### config.mk
export PLATFORM = sky130hd
export DESIGN_NAME = tdm_demux_14_flat
export DESIGN_NICKNAME = d
export VERILOG_FILES = /design/src/rtl/tdm_demux_14_pkg.sv /design/src/rtl/tdm_demux_14_if.sv /design/src/rtl/tdm_demux_14_slot_counter.sv /design/src/rtl/tdm_demux_14.sv /design/src/flat_wrapper.sv
export SDC_FILE = /design/constraint.sdc
export NUM_CORES = 1
export LEC_CHECK = 0
export ABC_CLOCK_PERIOD_IN_PS = 2400
export CAP_MARGIN = 20
export CELL_PAD_IN_SITES_DETAIL_PLACEMENT = 0
export CELL_PAD_IN_SITES_GLOBAL_PLACEMENT = 2
export CORE_MARGIN = 8
export CORE_UTILIZATION = 32
export CTS_BUF_LIST = sky130_fd_sc_hd__clkbuf_4 sky130_fd_sc_hd__clkbuf_8 sky130_fd_sc_hd__clkbuf_16
export CTS_CLUSTER_DIAMETER = 120
export DETAILED_ROUTE_END_ITERATION = 10
export PLACE_DENSITY = 0.83
export REMOVE_ABC_BUFFERS = 1
export SYNTH_ARGS = -nofsm -noshare
export SYNTH_HDL_FRONTEND = slang
export SYNTH_SLANG_ARGS = --single-unit
### constraint.sdc
create_clock -name clk -period 2.4 [get_ports clk]
set_input_delay 0.24 -clock clk [delete_from_list [all_inputs] [get_ports clk]]
set_output_delay 0.24 -clock clk [all_outputs]
set_load 0.005 [all_outputs]
### src/rtl/tdm_demux_14_pkg.sv
// Shared types and constants for the 4-slot TDM receive demultiplexer.
package tdm_pkg;

    localparam int CHANNELS = 4;
    localparam int SLOT_W   = 2;

    typedef logic [SLOT_W-1:0] slot_t;

    localparam slot_t FIRST_SLOT = 2'd0;
    localparam slot_t LAST_SLOT  = 2'd3;

    typedef enum logic {
        HUNT   = 1'b0,
        LOCKED = 1'b1
    } state_e;

endpackage

### src/rtl/tdm_demux_14_if.sv
// Serial link input, parallel channel outputs and status of the TDM demultiplexer.
interface tdm_demux_14_if #(
    parameter int WIDTH = 1
);
    logic             demux_en_n;
    logic             demux_sync;
    logic [WIDTH-1:0] demux_in;
    logic [WIDTH-1:0] demux_out0;
    logic [WIDTH-1:0] demux_out1;
    logic [WIDTH-1:0] demux_out2;
    logic [WIDTH-1:0] demux_out3;
    logic             demux_s1;
    logic             demux_s0;
    logic             demux_valid;
    logic             demux_locked;
    logic             demux_err;

    modport master (
        output demux_en_n, demux_sync, demux_in,
        input  demux_out0, demux_out1, demux_out2, demux_out3,
        input  demux_s1, demux_s0, demux_valid, demux_locked, demux_err
    );

    modport slave (
        input  demux_en_n, demux_sync, demux_in,
        output demux_out0, demux_out1, demux_out2, demux_out3,
        output demux_s1, demux_s0, demux_valid, demux_locked, demux_err
    );
endinterface

### src/rtl/tdm_demux_14_slot_counter.sv
// Modulo-4 slot index: clear has priority over load-to-1, which beats hold; otherwise it advances.
module tdm_slot_counter
    import tdm_pkg::*;
(
    input  logic  clk,
    input  logic  rst_n,
    input  logic  clear,
    input  logic  load_one,
    input  logic  hold,
    output slot_t slot
);

    slot_t slot_r;

    // Slot register; natural 2-bit overflow gives the 3 -> 0 wrap.
    always_ff @(posedge clk or negedge rst_n) begin
        if (!rst_n) begin
            slot_r <= FIRST_SLOT;
        end else if (clear) begin
            slot_r <= FIRST_SLOT;
        end else if (load_one) begin
            slot_r <= 2'd1;
        end else if (hold) begin
            slot_r <= slot_r;
        end else begin
            slot_r <= slot_r + 2'd1;
        end
    end

    assign slot = slot_r;

endmodule

### src/rtl/tdm_demux_14.sv
// TDM receive demux: aligns to the slot-0 sync marker, gathers four words and
// publishes them as one frame with a single-cycle valid pulse.
module tdm_demux_14
    import tdm_pkg::*;
#(
    parameter int WIDTH        = 1,
    parameter bit REQUIRE_SYNC = 1'b0
) (
    input logic           clk,
    input logic           rst_n,
    tdm_demux_14_if.slave bus
);

    state_e     state_r;
    state_e     state_s;
    slot_t      slot_s;
    logic       clear_s;
    logic       load_one_s;
    logic       hold_s;
    logic       shadow_wr_s;
    slot_t      shadow_idx_s;
    logic       frame_done_s;
    logic       err_s;
    logic       valid_r;
    logic       err_r;
    logic       locked_r;

    logic [WIDTH-1:0] shadow_r [CHANNELS-1];
    logic [WIDTH-1:0] out_r    [CHANNELS];

    tdm_slot_counter u_slot (
        .clk      (clk),
        .rst_n    (rst_n),
        .clear    (clear_s),
        .load_one (load_one_s),
        .hold     (hold_s),
        .slot     (slot_s)
    );

    // Next-state and per-cycle control decode.
    always_comb begin
        state_s      = state_r;
        clear_s      = 1'b0;
        load_one_s   = 1'b0;
        hold_s       = 1'b0;
        shadow_wr_s  = 1'b0;
        shadow_idx_s = slot_s;
        frame_done_s = 1'b0;
        err_s        = 1'b0;
        if (bus.demux_en_n) begin
            hold_s = 1'b1;
        end else begin
            case (state_r)
                HUNT: begin
                    if (bus.demux_sync) begin
                        shadow_wr_s  = 1'b1;
                        shadow_idx_s = FIRST_SLOT;
                        load_one_s   = 1'b1;
                        state_s      = LOCKED;
                    end else begin
                        clear_s = 1'b1;
                    end
                end
                LOCKED: begin
                    // Realign wins over frame completion, so sync on slot 3 never yields valid.
                    if (bus.demux_sync && (slot_s != FIRST_SLOT)) begin
                        err_s        = 1'b1;
                        shadow_wr_s  = 1'b1;
                        shadow_idx_s = FIRST_SLOT;
                        load_one_s   = 1'b1;
                    end else if (REQUIRE_SYNC && !bus.demux_sync && (slot_s == FIRST_SLOT)) begin
                        err_s   = 1'b1;
                        clear_s = 1'b1;
                        state_s = HUNT;
                    end else begin
                        shadow_wr_s  = (slot_s != LAST_SLOT);
                        frame_done_s = (slot_s == LAST_SLOT);
                    end
                end
                default: begin
                    clear_s = 1'b1;
                    state_s = HUNT;
                end
            endcase
        end
    end

    // State, shadow capture and registered frame/status outputs.
    always_ff @(posedge clk or negedge rst_n) begin
        if (!rst_n) begin
            state_r  <= HUNT;
            locked_r <= 1'b0;
            valid_r  <= 1'b0;
            err_r    <= 1'b0;
            for (int i = 0; i < CHANNELS - 1; i++) begin
                shadow_r[i] <= '0;
            end
            for (int i = 0; i < CHANNELS; i++) begin
                out_r[i] <= '0;
            end
        end else begin
            state_r  <= state_s;
            locked_r <= (state_s == LOCKED);
            valid_r  <= frame_done_s;
            err_r    <= err_s;
            for (int i = 0; i < CHANNELS - 1; i++) begin
                if (shadow_wr_s && (shadow_idx_s == slot_t'(i))) begin
                    shadow_r[i] <= bus.demux_in;
                end else begin
                    shadow_r[i] <= shadow_r[i];
                end
            end
            if (frame_done_s) begin
                out_r[0] <= shadow_r[0];
                out_r[1] <= shadow_r[1];
                out_r[2] <= shadow_r[2];
                out_r[3] <= bus.demux_in;
            end else begin
                for (int i = 0; i < CHANNELS; i++) begin
                    out_r[i] <= out_r[i];
                end
            end
        end
    end

    assign bus.demux_out0   = out_r[0];
    assign bus.demux_out1   = out_r[1];
    assign bus.demux_out2   = out_r[2];
    assign bus.demux_out3   = out_r[3];
    assign bus.demux_s1     = slot_s[1];
    assign bus.demux_s0     = slot_s[0];
    assign bus.demux_valid  = valid_r;
    assign bus.demux_locked = locked_r;
    assign bus.demux_err    = err_r;

endmodule

### src/flat_wrapper.sv
// flat-port wrapper written by rule: the top's interface ports become plain ports
module tdm_demux_14_flat import tdm_pkg::*;
#(
    parameter int WIDTH        = 1,
    parameter bit REQUIRE_SYNC = 1'b0
)
  (clk, rst_n, bus_demux_en_n, bus_demux_sync, bus_demux_in, bus_demux_out0, bus_demux_out1, bus_demux_out2, bus_demux_out3, bus_demux_s1, bus_demux_s0, bus_demux_valid, bus_demux_locked, bus_demux_err);
  tdm_demux_14_if #(.WIDTH(WIDTH)) bus_i ();
  input logic clk;
  input logic rst_n;
  input wire logic [$bits(bus_i.demux_en_n)-1:0] bus_demux_en_n;
  input wire logic [$bits(bus_i.demux_sync)-1:0] bus_demux_sync;
  input wire logic [$bits(bus_i.demux_in)-1:0] bus_demux_in;
  output wire logic [$bits(bus_i.demux_out0)-1:0] bus_demux_out0;
  output wire logic [$bits(bus_i.demux_out1)-1:0] bus_demux_out1;
  output wire logic [$bits(bus_i.demux_out2)-1:0] bus_demux_out2;
  output wire logic [$bits(bus_i.demux_out3)-1:0] bus_demux_out3;
  output wire logic [$bits(bus_i.demux_s1)-1:0] bus_demux_s1;
  output wire logic [$bits(bus_i.demux_s0)-1:0] bus_demux_s0;
  output wire logic [$bits(bus_i.demux_valid)-1:0] bus_demux_valid;
  output wire logic [$bits(bus_i.demux_locked)-1:0] bus_demux_locked;
  output wire logic [$bits(bus_i.demux_err)-1:0] bus_demux_err;
  assign bus_i.demux_en_n = bus_demux_en_n;
  assign bus_i.demux_sync = bus_demux_sync;
  assign bus_i.demux_in = bus_demux_in;
  assign bus_demux_out0 = bus_i.demux_out0;
  assign bus_demux_out1 = bus_i.demux_out1;
  assign bus_demux_out2 = bus_i.demux_out2;
  assign bus_demux_out3 = bus_i.demux_out3;
  assign bus_demux_s1 = bus_i.demux_s1;
  assign bus_demux_s0 = bus_i.demux_s0;
  assign bus_demux_valid = bus_i.demux_valid;
  assign bus_demux_locked = bus_i.demux_locked;
  assign bus_demux_err = bus_i.demux_err;
  tdm_demux_14 #(.WIDTH(WIDTH), .REQUIRE_SYNC(REQUIRE_SYNC)) u_core (.clk(clk), .rst_n(rst_n), .bus(bus_i));
endmodule
# Yosys cells after proc, flatten, opt, wreduce, memory -nomap -nowiden
# Cells that the tools add are included.
[totals]
ramBits = 0
latchBits = 0
reg_bits = 12
mem_bits_ro = 0
output_inout_bits = 9
mem_count = 0
input_bits = 5
[classes]
n_mul = 0
n_eq_ne = 5
n_mux = 24
div_mod_pow = 0
reduce_logical = 6
shifts = 0
addsub = 1
bitwise = 1
order_cmp = 0
[op_table]
columns = ["operator", "n"]
rows = [
  ["$mux 1", 15],
  ["$mux 2", 6],
  ["$eq 2x2->1 const B", 2],
  ["$logic_and 1x1->1", 4],
  ["$pmux 1 s2", 2],
  ["$pmux 2 s2", 1],
  ["$ne 3x1->1 const B", 1],
  ["$add 2x1->2 const B", 1],
  ["$eq 2x1->1 const B", 1],
  ["$logic_not 2->1", 1],
  ["$ne 2x2->1 const B", 1],
  ["$reduce_bool 2->1", 1],
  ["$not 1->1", 1],
]

# Logic depth before layout (Yosys ltp)
# Gate-level depths: netlist (run 1).
[depth]
depth_word = 7
depth_mapped = 5

# Cells and area by module
# A second synthesis (run 1) with hierarchy kept.
[unflattened]
cells_unflattened = 39
hier_area_um2 = 531.8
[by_module_without_submodules]
columns = ["mod", "n_inst", "area_each_um2", "cells_per_inst", "seq_area_each_um2"]
rows = [
  ["tdm_demux_14", 1, 432.9, 31, 250.2],
  ["tdm_slot_counter", 1, 98.8, 8, 50.0],
]

# Worst setup path before layout (run 1)
# No wires, ideal clock.
[synth_timing]
kind = "register to register"
start = "register u_core.u_slot.slot_r[1] (netlist: u_core.u_slot.slot[1])"
end = "register u_core.shadow_r[2] in the netlist's numbering"
arrival_ns = 1.380
n_path_buf = 0
stages_incl_launch_ff = 5
path_slack_ns = 0.933
setup_ns = 0.087
cell_sequence = "dfrtp_1 ha_1 or4b_1 a21o_1 o211ai_1"
[synth_between]
elab_chain_cells = 7
word_cells_on_any_way = 12
[synth_lines]
columns = ["item", "line_no", "source"]
rows = [
  ["start: declaration", "tdm_demux_14_slot_counter.sv:13", "slot_t slot_r;"],
  ["start signal: assignment", "tdm_demux_14_slot_counter.sv:24", "slot_r <= slot_r;"],
  ["start signal: assignment", "tdm_demux_14_slot_counter.sv:26", "slot_r <= slot_r + 2'd1;"],
  ["$reduce_bool 2->1", "tdm_demux_14.sv:66", "if (bus.demux_sync && (slot_s != FIRST_SLOT)) begin"],
  ["$logic_and 1x1->1", "tdm_demux_14.sv:66", ""],
  ["$mux 2", "tdm_demux_14.sv:66", ""],
  ["$pmux 2 s2", "tdm_demux_14.sv:53", "case (state_r)"],
  ["$mux 2", "tdm_demux_14.sv:50", "if (bus.demux_en_n) begin"],
  ["$logic_not 2->1", "tdm_demux_14.sv:107", "if (shadow_wr_s && (shadow_idx_s == slot_t'(i))) begin"],
  ["$logic_and 1x1->1 *", "tdm_demux_14.sv:107", ""],
  ["end signal: indexed assignment", "tdm_demux_14.sv:108", "shadow_r[i] <= bus.demux_in;"],
  ["end signal: indexed assignment", "tdm_demux_14.sv:110", "shadow_r[i] <= shadow_r[i];"],
  ["end: declaration", "tdm_demux_14.sv:28", "logic [WIDTH-1:0] shadow_r [CHANNELS-1];"],
]
# Mark *: on every way between the ends. The rest lies on a longest branch, timed or not.
# A chain may end at the register's enable or synchronous reset.

# Worst setup path after layout (run 1)
[layout_timing]
start = "register u_core.u_slot.slot_r[0] (netlist: u_core.u_slot.slot[0])"
end = "register u_core.out_r, in the netlist u_core.bus.demux_out2"
[layout_between]
elab_chain_cells = 5
word_cells_on_any_way = 6
[layout_lines]
columns = ["item", "line_no", "source"]
rows = [
  ["$reduce_bool 2->1", "tdm_demux_14.sv:66", ""],
  ["$logic_and 1x1->1", "tdm_demux_14.sv:66", ""],
  ["$mux 1 *", "tdm_demux_14.sv:66", ""],
  ["$mux 1 *", "tdm_demux_14.sv:53", ""],
  ["$mux 1 *", "tdm_demux_14.sv:50", ""],
  ["end signal: indexed assignment", "tdm_demux_14.sv:120", "out_r[i] <= out_r[i];"],
  ["end: declaration", "tdm_demux_14.sv:29", "logic [WIDTH-1:0] out_r [CHANNELS];"],
]
# Marks and branches as above.

==> results by group, run 1 <==
Die
  – Initial Util: 33.48%
  – I/O pin total: 14
  – Num rows: 15
  – Die W: 58.27 um
  – Overall die height: 58.27 um
  – DIE AREA: 3395 um^2
  – Core Area: 1708 um^2

GRT
  – Largest net degree at the start of global routing: 13
  – Total congestion overflow: 0
  – Vias in the first global route: 438
  – Global-route wire length before repair: 1.849 mm
  – GRT Util Overall: 7.259%
  – Initial antenna violation count: 0

Placed design
  – PortBufs: 13
  – Final HPWL DP: 800.9 um
  – Dpl ws: 689.4 ps
  – Routability cong.: 0.7374

STA
  – Final period utilization: 66.59%
  – Final Setup Violations: 0
  – Worst-margin pin slew: 525.5 ps
  – Slew HR: 64.85%
  – Final Hold Viols: 0
  – Final worst slack: 801.8 ps
  – Fmax: 625.7 MHz
  – Setup TNS: 0 ps
  – Post-route clock skew: 0.8533 ps
  – RSZ-0062 raised after global routing: no
  – Tmin final: 1598 ps
  – Final Max Slew Viols: 0

CTS
  – TritonCTS clock tree: built
  – Clock Tree Buf Depth: 2
  – Post-CTS setup buffers: 0
  – TritonCTS Sinks: 12
  – Clock-pin slew on the worst setup and hold paths: 80 ps
  – Root Driver: clkbuf_4
  – Num CTS Buffers: 3
  – Post-CTS Resized: 0
  – H-Tree Depth: 1
  – CTS Hold Bufs: 0
  – Worst skew pair latency: 270 ps

Synth
  – Synth unique cells: 24
  – Sequential-to-total area share from yosys stat: 52.52%
  – Post-Syn Area: 571.8 um^2
  – Gate Count Post-Synth: 48
  – Yosys synthesis warning count: 0
  – Post-Syn Area per Cell: 11.91 um^2
  – Synthesized flop and latch total: 12

Routing
  – Met3 routed WL: 52 um
  – Met2 routed WL: 517 um
  – First drt pass iteration count: 2
  – DRC: 0
  – Post-Route WL: 1.090 mm
  – Via count: 421
  – Final ANT Viol Nets: 0
  – Metal-1 WL: 482 um
  – Highest metal used: met4
  – Vias per inst: 4.678
  – First DRT Iteration DRCs: 7
  – WL/cell: 12.11 um

Job
  – Max-capacitance violation count: 0

Worst setup path
  – Worst r2r dst: u_core.bus.demux_out2$_DFFE_PN0P_
  – Reg-to-reg slack, setup: 800 ps
  – CP Max Fanout: 6
  – Crit Path Category: reg2reg
  – Worst Setup End Kind: flop
  – Type of origin of the critical path: flop
  – R2R cell count: 5
  – Critical Path RT: 2560 ps
  – CP Launch Point: u_core.u_slot.slot[0]$_DFFE_PN0P_
  – Critical path arrival: 1760 ps
  – RR Startpoint: u_core.u_slot.slot[0]$_DFFE_PN0P_

Final layout
  – Antenna Cells: 0
  – Layout Nets: 73
  – Number of fill cells: 164
  – Area Growth Syn to Fin: 34.57%
  – Layout cells sized above 1: 20.00%

Power
  – Maximum VDD drop: 397.9 uV
  – Leakage power: 0.3312 nW
  – P per Cell Area: 1041 nW/um^2

Run status
  – Status: finished, final reports clean

Min path
  – Type of the most critical hold path: in2async
[Yosys cell counts]
cell | number | area share (%)
o211ai_1 | 1 | 1.3
nand2b_1 | 4 | 4.4
and2_1 | 1 | 1.1
nand3_2 | 1 | 1.8
nand4_1 | 1 | 1.1
nor2_1 | 2 | 1.3
nor2b_1 | 1 | 1.1
nor3b_1 | 1 | 1.3
ha_1 | 2 | 4.4
or3b_1 | 1 | 1.5
a2111oi_0 | 1 | 1.5
o2111ai_1 | 1 | 1.5
a21o_1 | 1 | 1.3
mux2_2 | 6 | 12
nand2_1 | 1 | 0.66
inv_1 | 3 | 2.0
a21oi_1 | 1 | 0.87
o21ai_0 | 2 | 1.8
dfrtp_1 | 12 | 53
inv_2 | 1 | 0.66
or3_1 | 1 | 1.1
and2b_2 | 1 | 1.5
or4b_1 | 1 | 1.8
a32o_1 | 1 | 1.8
[power by group]
part	leakage [nW]	internal, W	total, W	switching, W
Combinational	0.164	0.000197	0.000311	0.000115
Sequential	0.146	0.000280	0.000330	0.0000505
Clock	0.0210	0.0000922	0.000160	0.0000676
Total	0.331	0.000569	0.000801	0.000233
[stage by stage]
step | cell area, um^2 | hold slack, ps | instances | utilization [%] | power [W]
6_report | 769.5 | 311.4 | 90 | 45.05 | 0.0008014
5_1_grt | 769.5 | 353.6 | 90 | 45.05 | 0.0008779
4_1_cts | 769.5 | 326.6 | 90 | 45.05 | 0.0008167
3_5_place_dp | 733.2 | 491.8 | 86 | 42.93 | 0.0006506
3_3_place_gp | 733.2 | 486.0 | 86 | 42.93 | 0.0006565
2_1_floorplan | 571.8 | -55.59 | 48 | - | 0.0004965
[layout make-up]
type / count / area, um^2 / share of cell area (%)
clock buffer: 4 / 36.28 / 4.715
inverter: 4 / 15.01 / 1.951
multi-input combinational: 32 / 256.5 / 33.33
sequential: 12 / 300.3 / 39.02
tap: 25 / 31.28 / 4.065
timing repair buffer: 13 / 130.1 / 16.91
[worst max path at each step]
stage / to / cells after the start
after global routing: u_core.bus.demux_out1$_DFFE_PN0P_ / 5
after CTS: u_core.bus.demux_out2$_DFFE_PN0P_ / 5
after detailed placement: u_core.bus.demux_out2$_DFFE_PN0P_ / 4
after floorplan: u_core.shadow_r[2]$_DFFE_PN0P_ / 4
final: u_core.bus.demux_out2$_DFFE_PN0P_ / 5
after global placement: u_core.bus.demux_out2$_DFFE_PN0P_ / 4
[cell usage in the layout, fill, tap and decap left out, types with 2 or more instances in the layout]
cell type / Yosys / final
mux2_2: 6 / 6
clkbuf_4: 0 / 3
ha_1: 2 / 2
dfrtp_1: 12 / 12
clkdlybuf4s50_1: 0 / 13
nor2_1: 2 / 2
o21ai_0: 2 / 2
nand2b_1: 4 / 4
inv_1: 3 / 3
[logic make-up (layout without fill, tap and decap cells)]
logic type | after synthesis | in the layout | synth area share [%]
AND/OR/NAND/NOR | 16 | 16 | 18.60
multiplexers | 6 | 6 | 11.82
AO/OA/AOI/OAI | 8 | 8 | 10.07
flip-flops | 12 | 12 | 52.52
buffers and inverters | 4 | 21 | 2.625
adder cells (fa/ha/maj) | 2 | 2 | 4.376
[sequential cells by signal (all words and copies together) (netlist names)]
register                flops
u_core.shadow_r             3
u_core.bus.demux_out0       1
u_core.bus.demux_out3       1
u_core.u_slot.slot          2
u_core.bus.demux_err        1
u_core.state_r              1
u_core.bus.demux_valid      1
u_core.bus.demux_out1       1
u_core.bus.demux_out2       1
[routing by layer]
layer / track usage, % / vias to the layer above
met5: 0 / -
met4: 7.343 / 0
met3: 1.987 / 4
met2: 10.87 / 12
met1: 7.878 / 197
li1: - / 208
[critical path, stage by stage, from the launching register on]
cell and delay, ps:
dfrtp_1 440, inv_1 110, ha_1 240, nand2b_1 200, nand3_2 160, mux2_2 340
No activity file was read; power rests on OpenSTA's default activity.
==> run 2, diff against run 1 <==
--- a/config.mk
+++ b/config.mk
@@ -5,16 +5,16 @@
 export SDC_FILE = /design/constraint.sdc
 export NUM_CORES = 1
 export LEC_CHECK = 0
-export ABC_CLOCK_PERIOD_IN_PS = 2400
+export ABC_CLOCK_PERIOD_IN_PS = 1450
 export CAP_MARGIN = 20
 export CELL_PAD_IN_SITES_DETAIL_PLACEMENT = 0
 export CELL_PAD_IN_SITES_GLOBAL_PLACEMENT = 2
 export CORE_MARGIN = 8
-export CORE_UTILIZATION = 32
+export CORE_UTILIZATION = 26
 export CTS_BUF_LIST = sky130_fd_sc_hd__clkbuf_4 sky130_fd_sc_hd__clkbuf_8 sky130_fd_sc_hd__clkbuf_16
 export CTS_CLUSTER_DIAMETER = 120
 export DETAILED_ROUTE_END_ITERATION = 10
-export PLACE_DENSITY = 0.83
+export PLACE_DENSITY = 0.73
 export REMOVE_ABC_BUFFERS = 1
 export SYNTH_ARGS = -nofsm -noshare
 export SYNTH_HDL_FRONTEND = slang
==> constraint.sdc (replaced) <==
create_clock -name clk -period 1.45 [get_ports clk]
set_input_delay 0.145 -clock clk [delete_from_list [all_inputs] [get_ports clk]]
set_output_delay 0.145 -clock clk [all_outputs]
set_load 0.005 [all_outputs]
==> results by group, run 2 (same netlist as run 1, synthesis figures left out) <==
Run status
  – Status: finished, final reports clean

Routing
  – Final ANT Viol Nets: 0
  – WL/cell: 13.64 um
  – Post-Route WL: 1.459 mm
  – Via count: 490
  – First DRT Iteration DRCs: 3
  – Vias per inst: 4.579
  – DRC: 0
  – First drt pass iteration count: 2

Final layout
  – Antenna Cells: 0
  – Commonest cells after routing, fill and taps aside: buf_4 (12), clkdlybuf4s50_1 (11), dfrtp_1 (11)
  – Design area: 918.4 um^2
  – Largest Register: u_core.shadow_r
  – Most common cell after layout, fill and taps aside: buf_4
  – Area Growth Syn to Fin: 60.61%
  – Number of flip-flops in the largest register: 3
  – Layout cells sized above 1: 40.51%
  – Layout Nets: 87

CTS
  – Clock-pin slew on the worst setup and hold paths: 80 ps
  – H-Tree Depth: 1
  – Clock Tree Buf Depth: 2
  – Root Driver: clkbuf_4
  – TritonCTS Sinks: 12
  – TritonCTS clock tree: built
  – Num CTS Buffers: 3
  – Worst skew pair latency: 280 ps

Worst setup path
  – Crit Path Category: reg2reg
  – Critical Path RT: 1610 ps
  – Reg-to-reg slack, setup: 20 ps
  – Worst Setup End Kind: flop
  – Critical path arrival: 1590 ps
  – R2R cell count: 5
  – Type of origin of the critical path: flop
  – CP Max Fanout: 3

Power
  – Maximum VDD drop: 712.5 uV
  – P per Cell Area: 1705 nW/um^2
  – Leakage power: 0.4265 nW

Die
  – Core Area: 2148 um^2
  – Num rows: 17
  – Initial Util: 26.62%
  – Overall die height: 62.90 um
  – Die W: 62.90 um
  – I/O pin total: 14
  – DIE AREA: 3956 um^2

Placed design
  – Routability cong.: 0.7154
  – Cell Area, Placed: 827.0 um^2
  – Final HPWL DP: 1.032 mm
  – PortBufs: 13

GRT
  – Vias in the first global route: 535
  – Global-route wire length before repair: 2.587 mm
  – Largest net degree at the start of global routing: 13
  – GRT Util Overall: 8.318%
  – Initial antenna violation count: 0
  – Total congestion overflow: 0

STA
  – Final Hold Viols: 0
  – Fmax: 697.5 MHz
  – Slew HR: 63.20%
  – Final Max Slew Viols: 0
  – Final Setup Violations: 0
  – Post-route clock skew: 7.278 ps
  – Worst-margin pin slew: 550.3 ps
  – Tmin final: 1434 ps
  – Final period utilization: 98.88%
  – Hold_ws: 219.5 ps
  – RSZ-0062 raised after global routing: yes

Min path
  – Type of the most critical hold path: in2async

Job
  – Max-capacitance violation count: 0
## run 2: final cells by class
type,count,area (um^2)
clock buffer,4,36.28
timing repair buffer,27,247.7
tap,28,35.03
fill,209,1230
multi-input combinational,32,282.8
sequential,12,301.5
inverter,4,15.01
## run 2: final timing paths
path / from / end
worst max-delay path: u_core.u_slot.slot[0]$_DFFE_PN0P_ / u_core.shadow_r[0]$_DFFE_PN0P_
worst min-delay path: rst_n / u_core.shadow_r[2]$_DFFE_PN0P_
worst max register to register: u_core.u_slot.slot[0]$_DFFE_PN0P_ / u_core.shadow_r[0]$_DFFE_PN0P_
worst min register to register: u_core.bus.demux_out0$_DFFE_PN0P_ / u_core.bus.demux_out0$_DFFE_PN0P_
max in group asynchronous: rst_n / u_core.state_r$_DFFE_PN0N_
min in group clk: u_core.bus.demux_out0$_DFFE_PN0P_ / u_core.bus.demux_out0$_DFFE_PN0P_
## run 2: timing repair
action                                  in CTS  in global routing
hold buffers                                 0                  0
buffers inserted                             1                  1
endpoints found under the setup margin       8                  5
resized for setup                            4                  7
pin swaps                                    1                  1
hold endpoints to repair                     0                  0
## run 2: where the power goes
part	switching (W)	total [W]	internal, W
Sequential	0.0000703	0.000533	0.000463
Combinational	0.000276	0.000764	0.000488
Clock	0.000115	0.000268	0.000153
Total	0.000462	0.00157	0.00110
## run 2: per-layer routing
metal  wire length [um]  up-vias  global-route usage [%]  part of all wire [%]
li1                   -      238                       -                     -
met1                575      237                   8.273                    39
met2                771       11                   13.96                    53
met3                 60        4                   2.509                   4.1
met4                 52        0                   6.838                   3.6
met5                  0        -                       0                     0
## run 2: worst max-delay path, stage by stage, from the launching register on
cell,delay (ps)
dfrtp_1,400
inv_1,80
ha_2,200
nand2b_4,160
o2111ai_1,110
mux2_2,360
## run 2: stage by stage
step	util [%]	cells	TNS (ps)	setup WS (ps)	power (W)
after global routing	42.75	107	-80.99	-51.49	0.001693
after floorplan	-	48	-16.63	-16.63	0.0008218
after CTS	41.53	106	-27.72	-15.91	0.001541
after global placement	38.50	101	-435.2	-76.48	0.001200
final	42.75	107	0	16.27	0.001566
after detailed placement	38.50	101	-461.6	-85.14	0.001208
